==> config.mk <==
export PLATFORM = sky130hd
export DESIGN_NAME = bin2gray_counter
export DESIGN_NICKNAME = d
export VERILOG_FILES = /design/src/rtl/bin2gray_counter.sv
export SDC_FILE = /design/constraint.sdc
export NUM_CORES = 1
export LEC_CHECK = 0
export ABC_AREA = 1
export CORE_AREA = 4 4 41 43
export DETAILED_ROUTE_END_ITERATION = 10
export DIE_AREA = 0 0 45 47
export PLACE_DENSITY = 0.7
export SLEW_MARGIN = 20
export SYNTH_ARGS = -nofsm -noshare
export SYNTH_HDL_FRONTEND = slang
export SYNTH_SLANG_ARGS = --single-unit
==> constraint.sdc <==
create_clock -name clk -period 3 [get_ports clk]
set_input_delay 0.6 -clock clk [delete_from_list [all_inputs] [get_ports clk]]
set_output_delay 0.6 -clock clk [all_outputs]
set_load 0.03 [all_outputs]
==> src/rtl/bin2gray_counter.sv <==
// bin2gray_counter
//   Registered up/down counter that keeps its state in binary and publishes
//   it as Gray code. The Gray output is computed from the binary next-state
//   value and registered alongside it. Because g is never derived
//   combinationally from the binary outputs, it cannot glitch, and each step
//   changes exactly one of its bits.
//
//   Edge priority: rst > load > en.
//   tc pulses for one cycle after a step attempted from the terminal value:
//   MAX when counting up, 0 when counting down.
//   WRAP=1 makes the counter roll over at the terminal value.
//   WRAP=0 makes it saturate there, and tc then stays high on every
//   attempted step.
module bin2gray_counter #(
   parameter int WIDTH = 4,
   parameter bit WRAP  = 1'b1
) (
   input  logic             clk,
   input  logic             rst,
   input  logic             en,
   input  logic             up,
   input  logic             load,
   input  logic [WIDTH-1:0] load_bin,
   output logic [WIDTH-1:0] g,
   output logic [WIDTH-1:0] b,
   output logic             tc
);

   localparam logic [WIDTH-1:0] MAX_VAL = '1;
   localparam logic [WIDTH-1:0] MIN_VAL = '0;
   localparam logic [WIDTH-1:0] ONE     = WIDTH'(1);

   logic [WIDTH-1:0] b_next;
   logic [WIDTH-1:0] g_next;
   logic             tc_next;
   logic             at_top;
   logic             at_bottom;

   assign at_top    = (b == MAX_VAL);
   assign at_bottom = (b == MIN_VAL);

   // Next binary value and terminal flag from load/step request (rst handled in the register)
   always_comb begin
      b_next  = b;
      tc_next = 1'b0;
      if (load) begin
         b_next = load_bin;
      end else if (en) begin
         if (up) begin
            if (at_top) begin
               tc_next = 1'b1;
               b_next  = WRAP ? MIN_VAL : MAX_VAL;
            end else begin
               b_next = b + ONE;
            end
         end else begin
            if (at_bottom) begin
               tc_next = 1'b1;
               b_next  = WRAP ? MAX_VAL : MIN_VAL;
            end else begin
               b_next = b - ONE;
            end
         end
      end
   end

   // Gray encoding taken from the same next-state value that feeds b
   always_comb begin
      g_next = b_next ^ (b_next >> 1);
   end

   // State registers; synchronous reset clears everything regardless of other inputs
   always_ff @(posedge clk) begin
      if (rst) begin
         b  <= '0;
         g  <= '0;
         tc <= 1'b0;
      end else begin
         b  <= b_next;
         g  <= g_next;
         tc <= tc_next;
      end
   end

endmodule

==> reports/metrics.yaml <==
status: "complete, no violations"
drtIter0Drc: 10
ys_ff_latch: 8
grt_pass1_wl_um: 1960
fmax_ghz: 0.493
synth_mux_area_share_pct: 0
worstPathMaxFanout: 7
fillers: 134
max_stage_delay_ns: 0.72
die_x_um: 45
crit_family: "buffers and inverters"
clockRootBuffer: "clkbuf_4"
synth_simple_gate_area_share_pct: 40.9
worstPathArrival_ns: 1.43
synth_most_common_cell: "nand2_1"
rsz0062_at_grt: "no"
synth_seq_area_share_pct: 31.0
fin_util_pct: 55.4
synth_edf_count: 0
cts_buffers: 3
num_rows: 13
synth_top_family_by_area: "simple AND/OR/NAND/NOR gates"
rrSetupSlack_ns: 1.36
synth_common_cells: "nand2_1, inv_1, nor2_1"
drv_slew: 0
hpwlAfterDp_um: 898
setup_violations: 0
routedWlPerCell_um: 10.2
cts_hold_buf: 0
ant_nets: 0
post_cts_buffers: 0
synth.cell_area_um2: 517
crit_path_start_kind: "flop"
yosys_most_used_dff: "dfxtp_1"
vias: 539
grt_pass1_vias: 463
cts_resized: 0
yosysTopAreaCell: "dfxtp_1"
min_period_over_period_pct: 67.5
peakVddDrop_uv: 304
antenna_found_initial: 0
yosys-top-cells-area: "dfxtp_1, nand2_1, inv_1"
diodes: 0
nets: 111
holdWs_ns: 0.655
max-slew-margin-rel_pct: 78.8
leakagePower_nw: 0.338
drt_wl_total_um: 1150
synth.distinct_cells: 18
cp_data_required_time_ns: 2.40
clock_latency_ns: 0.26
overflow: 0
drive_above_1_share_pct: 13.3
dieArea_mm2: 0.00212
hold_path.class: "reg -> reg"
syn_to_final_growth_pct: 39.5
crit_buf_inv: 1
finClkSkew_ns: 0.00216
layout_setup_ws_ns: 0.974
period_needed_ns: 2.03
synth-compound-area-share_pct: 10.7
gp_congestion: 0.807
io_buffers: 17
netlist.area_leader.share_pct: 31.0
place_area_um2: 698
dpl_worst_slack_ns: 1.01
worstSetupPathType: "reg -> out"
grt_usage_pct: 13.2
tritoncts: "done"
core_mm2: 0.00130
htree_levels: 1
ys_warn_count: 0
grt_max_degree: 9
final_cell_area_um2: 721
initial_core_util_pct: 39.7
powerDensity_mw_per_mm2: 448
maxCapViolations: 0
clock_sinks: 8
cp_cell_sequence: "clkdlybuf4s50_1"
seq_area_um2: 160
syn_avg_cell_area_um2: 6.54
async_flop_share_pct: 0
synthXorXnorAreaFrac_pct: 1.69
clockBufferDepth: 2
vias_per_cell: 4.77
cp-end-kind: "primary output"
tightest_slew_ns: 0.317
drc: 0
finalHoldViolCount: 0
clkTransAtPathRegs_ns: 0.05
dr.pass1.iters: 4
synth_nets: 90
die_height_um: 47
crit_slowest_cell: "clkdlybuf4s50_1"
synthAdderAreaFrac_pct: 4.84
boundaryPins: 18
synthCells: 79
tns_ns: 0
multi_input_area_um2: 300
## layout by cell type (no fill, tap or decap)
master           count
nor2_2               2
xor2_1               1
nor2_1              12
inv_1               13
nor2_4               1
o21ai_1              1
nand4_1              1
a21oi_1              4
dfxtp_1              8
clkbuf_4             3
nand2_1             17
nand3b_1             1
nand2_2              3
o21ai_2              2
o211ai_2             1
nand3_1              8
or2_2                1
ha_1                 2
clkdlybuf4s50_1     17
## through the flow
stage	instances	total power [W]
2_1_floorplan	79	0.000197
3_3_place_gp	110	0.000239
3_5_place_dp	110	0.000240
4_1_cts	113	0.000324
5_1_grt	113	0.000342
6_report	113	0.000323
## where the power goes
group	internal, W	switching, W
combinational	0.0000481	0.0000638
clock	0.0000459	0.0000389
sequential	0.000116	0.00000967
total	0.000210	0.000112
## state kept, by name, indices dropped and copies added, names as in the netlist
register  cells
g             4
b             3
tc            1
## layer usage
layer	routed length [um]	vias to the layer above	share of wire [%]	track usage (%)
met2	474	27	41	18.9
met5	0	-	0	0
li1	-	284	-	-
met3	111	5	9.7	3.45
met4	40	0	3.5	12.9
met1	521	223	45	15.8
## cells by family after synthesis
| family | count (synthesis) |
|---|---|
| adders and majority gates | 2 |
| buffers and inverters | 14 |
| xor gates and xnor gates | 1 |
| and+or+nand+nor | 46 |
| AOI/OAI and AO/OA | 8 |
| DFF | 8 |
## cell type report
| class | instances | area share (%) |
|---|---|---|
| Clock buffer | 3 | 3.13 |
| Tap cell | 15 | 2.60 |
| Sequential cell | 8 | 22.2 |
| Multi-Input combinational cell | 57 | 41.7 |
| Inverter | 13 | 6.77 |
| Timing Repair Buffer | 17 | 23.6 |
## path summary, 6_finish.rpt
| path | startpoint | end | cells past startpoint |
|---|---|---|---|
| setup / recovery | b[1] | b[1] | 1 |
| hold / removal | b[2] | tc | 4 |
| setup reg to reg | b[0] | g[0] | 10 |
| hold reg to reg | b[2] | tc | 4 |
No activity file was read; power rests on OpenSTA's default activity.
